$ cat src/rtl/uart_tx_ctrl.sv
// UART transmit sequencer: start/data/parity/stop framing, TX mux select, LSB-first shift.
// Define UART_TX_STOP2_EN to transmit two stop bits per frame.
module uart_tx_ctrl #(
  parameter int DATA_WIDTH = 8
) (
  input  logic                  CLK,
  input  logic                  RST,
  input  logic [DATA_WIDTH-1:0] P_DATA,
  input  logic                  Data_Valid,
  input  logic                  PAR_EN,
  input  logic                  PAR_TYP,
  output logic [1:0]            SEL,
  output logic                  Ser_Data,
  output logic                  Par_Bit,
  output logic                  Busy
);

  localparam int CNT_W = (DATA_WIDTH > 1) ? $clog2(DATA_WIDTH) : 1;
  localparam logic [CNT_W-1:0] CNT_LAST = CNT_W'(DATA_WIDTH - 1);

  typedef enum logic [2:0] {
    S_IDLE,
    S_START,
    S_DATA,
    S_PARITY,
    S_STOP1,
    S_STOP
  } state_t;

  // S_STOP is always the final stop cycle, the only one that may accept a new frame.
`ifdef UART_TX_STOP2_EN
  localparam state_t STOP_ENTRY = S_STOP1;
`else
  localparam state_t STOP_ENTRY = S_STOP;
`endif

  state_t                  state_q, state_d;
  logic [CNT_W-1:0]        cnt_q, cnt_d;
  logic [DATA_WIDTH-1:0]   shreg_q, shreg_d;
  logic                    par_en_q, par_en_d;
  logic [1:0]              sel_q, sel_d;
  logic                    ser_q, ser_d;
  logic                    par_q, par_d;
  logic                    busy_q, busy_d;
  logic                    accept;

  function automatic logic [1:0] sel_of(input state_t s);
    case (s)
      S_START:  sel_of = 2'b00;
      S_DATA:   sel_of = 2'b10;
      S_PARITY: sel_of = 2'b11;
      default:  sel_of = 2'b01;
    endcase
  endfunction

  always_comb begin
    state_d  = state_q;
    cnt_d    = cnt_q;
    shreg_d  = shreg_q;
    par_en_d = par_en_q;
    ser_d    = ser_q;
    par_d    = par_q;
    accept   = Data_Valid && ((state_q == S_IDLE) || (state_q == S_STOP));

    case (state_q)
      S_IDLE, S_STOP: begin
        if (accept) begin
          state_d  = S_START;
          shreg_d  = P_DATA;
          par_en_d = PAR_EN;
          par_d    = (^P_DATA) ^ PAR_TYP;
        end else begin
          state_d  = S_IDLE;
        end
      end
      S_START: begin
        state_d = S_DATA;
        ser_d   = shreg_q[0];
        shreg_d = shreg_q >> 1;
      end
      S_DATA: begin
        // Ser_Data for the next bit is loaded on the edge that ends the current one.
        if (cnt_q == CNT_LAST) begin
          cnt_d   = '0;
          state_d = par_en_q ? S_PARITY : STOP_ENTRY;
        end else begin
          cnt_d   = cnt_q + 1'b1;
          ser_d   = shreg_q[0];
          shreg_d = shreg_q >> 1;
        end
      end
      S_PARITY: state_d = STOP_ENTRY;
      S_STOP1:  state_d = S_STOP;
      default:  state_d = S_IDLE;
    endcase

    sel_d  = sel_of(state_d);
    busy_d = (state_d != S_IDLE);
  end

  always_ff @(posedge CLK or negedge RST) begin
    if (!RST) begin
      state_q  <= S_IDLE;
      cnt_q    <= '0;
      shreg_q  <= '0;
      par_en_q <= 1'b0;
      sel_q    <= 2'b01;
      ser_q    <= 1'b0;
      par_q    <= 1'b0;
      busy_q   <= 1'b0;
    end else begin
      state_q  <= state_d;
      cnt_q    <= cnt_d;
      shreg_q  <= shreg_d;
      par_en_q <= par_en_d;
      sel_q    <= sel_d;
      ser_q    <= ser_d;
      par_q    <= par_d;
      busy_q   <= busy_d;
    end
  end

  assign SEL      = sel_q;
  assign Ser_Data = ser_q;
  assign Par_Bit  = par_q;
  assign Busy     = busy_q;

endmodule
$ cat config.mk
export PLATFORM = sky130hd
export DESIGN_NAME = uart_tx_ctrl
export DESIGN_NICKNAME = d
export VERILOG_FILES = /design/src/rtl/uart_tx_ctrl.sv
export SDC_FILE = /design/constraint.sdc
export NUM_CORES = 1
export LEC_CHECK = 0
export CAP_MARGIN = 20
export CORE_MARGIN = 2
export CORE_UTILIZATION = 28
export CTS_BUF_LIST = sky130_fd_sc_hd__clkbuf_4
export DETAILED_ROUTE_END_ITERATION = 7
export DONT_BUFFER_PORTS = 1
export GPL_TIMING_DRIVEN = 0
export PLACE_DENSITY = 0.42
export SLEW_MARGIN = 20
export SYNTH_ARGS = -nofsm -noshare
export SYNTH_HDL_FRONTEND = slang
export SYNTH_SLANG_ARGS = --single-unit
$ cat constraint.sdc
create_clock -name CLK -period 6.1 [get_ports CLK]
set_input_delay 1.22 -clock CLK [delete_from_list [all_inputs] [get_ports CLK]]
set_output_delay 1.22 -clock CLK [all_outputs]
set_load 0.05 [all_outputs]
==> impl_metrics.csv, run 1 <==
group,metric,value,unit
min_path,whs_endpoint,"shreg_q[7]",
sta,setup_viol,0,
sta,fin_worst_skew,4.37,ps
critical_path,critPathLaunchType,"flip-flop",
sta,tns,0,ps
critical_path,r2r-start,"cnt_q[0]",
power,p_sw,0.272,mW
die,ios,18,
critical_path,cp.arrival,990,ps
placement,gp_congestion,0.757,
yosys,synth_top_family_by_area,"multiplexers",
route,viasPerCell,4.49,
yosys,synth_xor_area_share,7.84,%
clock_tree,cts-root-buf,"clkbuf_4",
min_path,hold_depth,1,
sta,tightest_slew,491,ps
clock_tree,path_clk_slew,110,ps
sta,grt_setup_unrepaired,"false",
route,postRouteAntennaNets,0,
route,routed-wl-met3,128,um
yosys,synth-simple-area-share,8.89,%
job,maxCapViolCount,0,
die,start_util,29.2,%
yosys,synth.net_count,101,
yosys,synth.area.mux_share,22.8,%
power,p_leak,0.508,nW
die,rows,22,
global_routing,grt_max_degree,21,
power,seq_power_share,42.6,%
die,die_x,65.8,um
critical_path,critPathMaxFanout,1,
sta,hold_viol,0,
route,highest_layer,"met4",
global_routing,grt_first_pass_wirelength,3.31,mm
outcome,run_status,"finished clean",
global_routing,grt_pass1_vias,692,
yosys,syn_avg_cell_area,12.4,sq um
yosys,synth.largest_area_cell,"dfrtp_1",
sta,fin_crit_sh,36.2,%
clock_tree,post_cts_resized,0,
critical_path,r2r_cells,6,
placement,post-dp-hpwl,1.38,mm
power,irDropWorstVdd,0.000147,V
clock_tree,cts_tree,"built",
die,die_area,0.00433,sq mm
route,vias,619,
critical_path,crit_type,"reg2out",
min_path,holdCritStartpoint,"shreg_q[7]",
min_path,hold_path_class,"reg2reg",
yosys,synth_cells,86,
yosys,synth_seq_cells,20,
yosys,synth_adder_area_share,2.34,%
route,drtPass1Iterations,2,
sta,fmax,0.452,GHz
finish,finalNetCount,106,
yosys,synth_top_area_share,44.4,%
die,core-area,0.00366,sq mm
finish,antenna_cells,0,
critical_path,setup.worst_path.end_class,"primary output",
clock_tree,hold_buffers,0,
clock_tree,clock_tree.buffer_depth,2,
sta,max_slew_margin,67.3,%
route,first_iter_violations,6,
die,fp.dieH,65.8,um
route,wl_per_cell,13.4,um
finish,areaGrowthSynthToFinish,8.07,%
critical_path,rr_endpoint,"shreg_q[1]",
power,clkPwrFrac,8.9,%
power,p_comb_share,48.4,%
clock_tree,post-cts-setup-buffer-count,0,
sta,drv_slew,0,
clock_tree,cts_buffers,3,
route,wl,1.85,mm
placement,postPlaceCellArea,0.00113,sq mm
power,swShare,39.2,%
critical_path,required,4880,ps
yosys,synthFlopType,"dfrtp_1",
clock_tree,cts_sinks,20,
yosys,synthArstFlopShare,100,%
yosys,yosysUniqueCellTypes,28,
finish,design_area,0.00116,sq mm
global_routing,grt_usage,10.2,%
global_routing,overflow,0,
critical_path,startpoint,"SEL[0]",
yosys,yosysSeqAreaShare,46.9,%
yosys,synth_area_leaders,"dfrtp_1, mux2_4, mux2_1, mux2_2, xnor2_1",
route,wl_met2,928,um
critical_path,ff2ff_setup_slack,4050,ps
power,power_density,601,mW/mm^2
yosys,synth_edf_count,0,
route,wl_met1,769,um
yosys,syn_area,0.00107,sq mm
global_routing,antenna_found_initial,0,
clock_tree,clk_latency,290,ps
finish,drive_above_1_share,23.3,%
placement,port_buffers,0,
yosys,ys_warn_count,0,
sta,finalCriticalPeriod,2210,ps
clock_tree,cts.htree.levels,1,
yosys,synth_compound_area_share,7.37,%
power,intPower,0.422,mW
route,remaining_drc_errors,0,
==> layer usage <==
metal | GRT usage, % | vias to the layer above
met4 | 4.69 | 0
met2 | 17.3 | 12
met3 | 2.90 | 2
li1 | - | 302
met5 | 0 | -
met1 | 11.7 | 303
==> synth_stat cells (2+ instances only) <==
master    instances
a21oi_1           3
buf_6             2
dfrtp_1          19
ha_1              2
inv_1             2
mux2_1            7
mux2_2            4
mux2_4            8
nand2_1           3
nand2b_1          3
nor2_1            8
nor2b_1           2
o21ai_0           3
xnor2_1           5
xor2_1            2
==> power groups by stage <==
stage / clock network (mW) / registers, mW / logic (mW)
after floorplan: 0 / 0.290 / 0.293
after global placement: 0 / 0.299 / 0.335
after detailed placement: 0 / 0.300 / 0.342
after CTS: 0.0678 / 0.298 / 0.344
after global routing: 0.0755 / 0.307 / 0.381
final: 0.0621 / 0.296 / 0.336
==> state kept, by name, indices dropped and copies added (netlist names) <==
name      count
shreg_q       8
cnt_q         3
state_q       3
SEL           2
Busy          1
Par_Bit       1
Ser_Data      1
par_en_q      1
==> placed cells by master, fill, tap and decap left out, types with 2 or more instances in the layout <==
master and instances:
a21oi_1 3, buf_6 2, clkbuf_4 3, dfrtp_1 19
ha_1 2, inv_1 2, mux2_1 7, mux2_2 4
mux2_4 8, nand2_1 3, nand2b_1 3, nor2_1 8
nor2b_1 2, o21ai_0 3, xnor2_1 5, xor2_1 2
==> through the flow <==
step	hold slack (ps)	power (mW)	worst slack [ps]	utilization [%]	instances
floorplan	477	0.583	3850	-	86
global placement	489	0.633	3770	30.9	134
detailed placement	490	0.642	3770	30.9	134
CTS	522	0.709	3870	31.6	138
global route	554	0.763	3840	31.6	138
finish	516	0.694	3890	31.6	138
==> cells by family after synthesis <==
logic type      count (synthesis)
compound gates                 12
xor+xnor                        8
fa+ha+maj                       2
buf+inv                         6
flops                          20
mux                            19
simple gates                   19
==> cell type report <==
class | instances | area, sq um
well taps | 48 | 60.1
inverters | 2 | 7.51
fillers | 370 | 2500
multi-input cells | 60 | 527
flip-flops and latches | 20 | 502
clock inverters | 1 | 3.75
plain buffers | 4 | 33.8
clock buffers | 3 | 22.5
==> worst max path at each step <==
stage | endpoint | slack, ps | depth (start not counted)
final | SEL[0] | 3890 | 0
after global routing | SEL[0] | 3840 | 0
after CTS | SEL[0] | 3870 | 0
after detailed placement | Par_Bit | 3770 | 4
after global placement | Par_Bit | 3770 | 4
after floorplan | Par_Bit | 3850 | 4
(Power assumes the default switching activity.)
==> inputs of run 2 (changes only) <==
clock period = 2.1 ns   (was 6.1 ns; I/O delays follow)
==> impl_metrics.csv, run 2 (synthesis results as in run 1) <==
group,metric,value,unit
clock_tree,cts-root-buf,"clkbuf_4",
route,wl_per_cell,13.6,um
sta,drv_slew,0,
sta,fmax,0.499,GHz
sta,tns,0,ps
critical_path,rr_endpoint,"shreg_q[1]",
finish,areaGrowthSynthToFinish,9.94,%
outcome,run_status,"finished clean",
route,drtPass1Iterations,2,
route,viasPerCell,4.48,
sta,finalCriticalPeriod,2000,ps
power,clkPwrFrac,8.8,%
route,vias,627,
global_routing,grt_pass1_vias,692,
min_path,hold_path_class,"in2reg",
die,ios,18,
global_routing,antenna_found_initial,0,
critical_path,ff2ff_setup_slack,100,ps
clock_tree,path_clk_slew,110,ps
sta,grt_setup_unrepaired,"false",
die,rows,22,
route,wl,1.90,mm
global_routing,grt_first_pass_wirelength,3.31,mm
sta,fin_worst_skew,5.44,ps
critical_path,max_stage_delay,390,ps
sta,hold_viol,0,
placement,gp_congestion,0.757,
power,p_sw,0.807,mW
clock_tree,cts_sinks,20,
die,core-area,0.00366,sq mm
critical_path,crit_path_end,"shreg_q[1]",
power,seq_power_share,41.9,%
global_routing,overflow,0,
critical_path,critPathBufInv,1,
sta,setup_viol,0,
finish,fill_cells,369,
power,p_comb_share,49.3,%
die,die_area,0.00433,sq mm
finish,antenna_cells,0,
power,intPower,1.24,mW
route,postRouteAntennaNets,0,
finish,drive_above_1_share,25.0,%
sta,max_slew_margin,39.5,%
critical_path,crit_type,"reg2reg",
critical_path,crit_cells,6,
finish,largest_register_ff_count,8,
power,p_leak,0.515,nW
finish,finalNetCount,108,
placement,port_buffers,0,
die,start_util,29.2,%
clock_tree,cts_tree,"built",
sta,tightest_slew,904,ps
finish,seq_area,502,sq um
critical_path,r2r_cells,6,
critical_path,cp_top_family,"flip-flops",
sta,fin_crit_sh,95.5,%
die,fp.dieH,65.8,um
power,irDropWorstVdd,0.000427,V
job,maxCapViolCount,0,
critical_path,setup.worst_path.end_class,"flip-flop",
critical_path,cp.arrival,2190,ps
critical_path,critPathLaunchType,"flip-flop",
route,first_iter_violations,9,
clock_tree,clock_tree.buffer_depth,2,
clock_tree,cts_buffers,3,
power,swShare,39.4,%
finish,multi_input_area,529,sq um
die,die_x,65.8,um
critical_path,slowest_stage,"dfrtp_1",
critical_path,r2r-start,"cnt_q[0]",
clock_tree,cts.htree.levels,1,
finish,design_area,0.00118,sq mm
critical_path,critPathMaxFanout,9,
finish,reg_top3,"shreg_q (8), cnt_q (3), state_q (3)",
global_routing,grt_max_degree,21,
finish,most-common-layout-cells,"dfrtp_1, nor2_1, mux2_4",
power,power_density,1740,mW/mm^2
global_routing,grt_usage,10.2,%
placement,post-dp-hpwl,1.38,mm
critical_path,required,2280,ps
placement,postPlaceCellArea,0.00113,sq mm
clock_tree,clk_latency,290,ps
route,remaining_drc_errors,0,
critical_path,path_cells,"ha_1 > ha_2 > or3b_4 > o221a_1 > buf_6 > mux2_4",
critical_path,startpoint,"cnt_q[0]",
finish,largest-register,"shreg_q",
finish,mostFrequentLayoutCell,"dfrtp_1",
-- run 2: power by group through the flow --
stage / Combinational [mW] / Sequential [mW] / Clock (mW)
2_1_floorplan: 0.852 / 0.842 / 0
3_3_place_gp: 0.973 / 0.867 / 0
3_5_place_dp: 0.992 / 0.873 / 0
4_1_cts: 1.01 / 0.865 / 0.197
5_1_grt: 1.14 / 0.890 / 0.219
6_report: 1.01 / 0.859 / 0.180
-- run 2: worst min path at each step --
stage,startpoint,endpoint,cells after the start
detailed placement,RST,shreg_q[4],0
finish,PAR_EN,par_en_q,2
floorplan,RST,Busy,0
global placement,RST,shreg_q[4],0
global route,PAR_EN,par_en_q,2
CTS,PAR_EN,par_en_q,2
-- run 2: metal layers --
metal / vias up / global-route usage, % / wire (um)
li1: 305 / - / -
met1: 309 / 11.7 / 796
met2: 11 / 17.3 / 960
met3: 2 / 2.90 / 123
met4: 0 / 4.69 / 19
met5: - / 0 / 0
-- run 2: final cells by class --
class	count	area share, %
clock buffers	3	1.91
well taps	48	5.11
repair buffers	2	1.49
flip-flops and latches	20	42.7
plain buffers	4	2.87
multi-input cells	60	45.0
clock inverters	1	0.319
inverters	2	0.638
-- run 2: stage by stage --
stage / power [mW] / util [%] / std cells / hold slack [ps] / setup slack, ps
6_report: 2.05 / 32.1 / 140 / 248 / 95.0
5_1_grt: 2.25 / 32.1 / 140 / 237 / 9.07
4_1_cts: 2.07 / 31.9 / 139 / 234 / 33.3
3_5_place_dp: 1.87 / 30.9 / 134 / 125 / 62.6
3_3_place_gp: 1.84 / 30.9 / 134 / 125 / 76.9
2_1_floorplan: 1.69 / - / 86 / 124 / 154
-- run 2: what timing repair did --
action | 4_1_cts | 5_1_grt
hold buffers | 1 | 0
buffers inserted | 0 | 1
setup endpoints to repair | 0 | 8
gates resized for setup | 0 | 1
endpoints found under the hold margin | 20 | 0
==> inputs of run 3 (changes only) <==
CTS_CLUSTER_DIAMETER = 30   (was default)
RECOVER_POWER = 50   (was default)
==> impl_metrics.csv, run 3 (synthesis results as in run 1) <==
group,metric,value,unit
sta,setup_viol,0,
global_routing,grt_first_pass_wirelength,3.31,mm
finish,mostFrequentLayoutCell,"dfrtp_1",
clock_tree,cts_buffers,3,
global_routing,antenna_found_initial,0,
finish,final_util,32.1,%
critical_path,r2r_cells,6,
route,drtPass1Iterations,2,
critical_path,r2r-start,"cnt_q[0]",
min_path,hold_depth,2,
sta,grt_setup_unrepaired,"false",
finish,most-common-layout-cells,"dfrtp_1, nor2_1, mux2_4",
die,die_area,0.00433,sq mm
sta,tightest_slew,904,ps
sta,fin_crit_sh,95.4,%
critical_path,critPathMaxFanout,9,
sta,fin_ws,97.4,ps
power,power.total,2.05,mW
finish,drive_above_1_share,25.0,%
clock_tree,clk_latency,290,ps
clock_tree,cts_sinks,20,
sta,finalCriticalPeriod,2000,ps
sta,drv_slew,0,
finish,areaGrowthSynthToFinish,9.94,%
placement,port_buffers,0,
placement,gp_congestion,0.757,
sta,tns,0,ps
global_routing,overflow,0,
finish,design_area,0.00118,sq mm
finish,largest-register,"shreg_q",
route,first_iter_violations,9,
global_routing,grt_max_degree,21,
placement,post-dp-hpwl,1.38,mm
die,fp.dieH,65.8,um
critical_path,ff2ff_setup_slack,100,ps
critical_path,rr_endpoint,"shreg_q[1]",
power,p_leak,0.514,nW
critical_path,crit_type,"reg2reg",
power,irDropWorstVdd,0.000428,V
clock_tree,clock_tree.buffer_depth,2,
clock_tree,cts.htree.levels,1,
min_path,holdCritStartpoint,"PAR_EN",
route,vias,627,
critical_path,cp.arrival,2190,ps
route,remaining_drc_errors,0,
die,rows,22,
sta,max_slew_margin,39.5,%
die,start_util,29.2,%
global_routing,grt_usage,10.2,%
job,maxCapViolCount,0,
power,power_density,1740,mW/mm^2
route,wl,1.90,mm
critical_path,crit_path_end,"shreg_q[1]",
global_routing,grt_pass1_vias,692,
critical_path,startpoint,"cnt_q[0]",
sta,hold_viol,0,
critical_path,required,2280,ps
route,postRouteAntennaNets,0,
clock_tree,path_clk_slew,110,ps
finish,reg_top3,"shreg_q (8), cnt_q (3), state_q (3)",
placement,postPlaceCellArea,0.00113,sq mm
finish,largest_register_ff_count,8,
die,ios,18,
sta,fin_worst_skew,5.53,ps
finish,antenna_cells,0,
critical_path,setup.worst_path.end_class,"flip-flop",
finish,finalNetCount,108,
clock_tree,cts_tree,"built",
route,wl_per_cell,13.6,um
sta,fmax,0.499,GHz
die,core-area,0.00366,sq mm
min_path,hold_path_class,"in2reg",
route,viasPerCell,4.48,
critical_path,critPathLaunchType,"flip-flop",
clock_tree,cts-root-buf,"clkbuf_4",
die,die_x,65.8,um
outcome,run_status,"finished clean",
placement,preCtsSetupSlack,62.6,ps
## run 3: how the worst min path moves through the flow
stage                       endpoint  slack [ps]
after floorplan                 Busy         120
after global placement    shreg_q[4]         120
after detailed placement  shreg_q[4]         130
after CTS                   par_en_q         230
after global routing        par_en_q         240
final                       par_en_q         250
## run 3: power breakdown
| part | switching [mW] | leakage (nW) | internal (mW) |
|---|---|---|---|
| Combinational | 0.428 | 0.262 | 0.580 |
| Clock | 0.111 | 0.0154 | 0.0690 |
| Sequential | 0.267 | 0.237 | 0.592 |
| Total | 0.806 | 0.514 | 1.24 |
## run 3: cell type report
class / count / area, sq um
tap: 48 / 60.1
clock inverter: 1 / 3.75
inverter: 2 / 7.51
sequential: 20 / 502
multi-input combinational: 60 / 529
fill: 369 / 2480
clock buffer: 3 / 22.5
buffer: 4 / 33.8
timing repair buffer: 2 / 17.5
## run 3: worst max-delay path, cell delays in order (launching register included)
cell and delay [ps]:
dfrtp_1 390, ha_1 200, ha_2 190, or3b_4 390
o221a_1 260, buf_6 150, mux2_4 300
## run 3: routing by layer
layer | GRT usage [%] | part of all wire [%] | up-vias
li1 | - | - | 305
met1 | 11.7 | 42 | 309
met2 | 17.3 | 50 | 11
met3 | 2.90 | 6.5 | 2
met4 | 4.69 | 1.0 | 0
met5 | 0 | 0 | -
## run 3: through the flow
step	instances	hold WS, ps
floorplan	86	124
global placement	134	125
detailed placement	134	125
CTS	139	234
global route	140	237
finish	140	248
## run 3: repair_timing
item	4_1_cts	5_1_grt
endpoints found under the setup margin	0	8
resized for setup	0	1
setup buffers	0	1
hold buffers	1	0
endpoints found under the hold margin	20	0
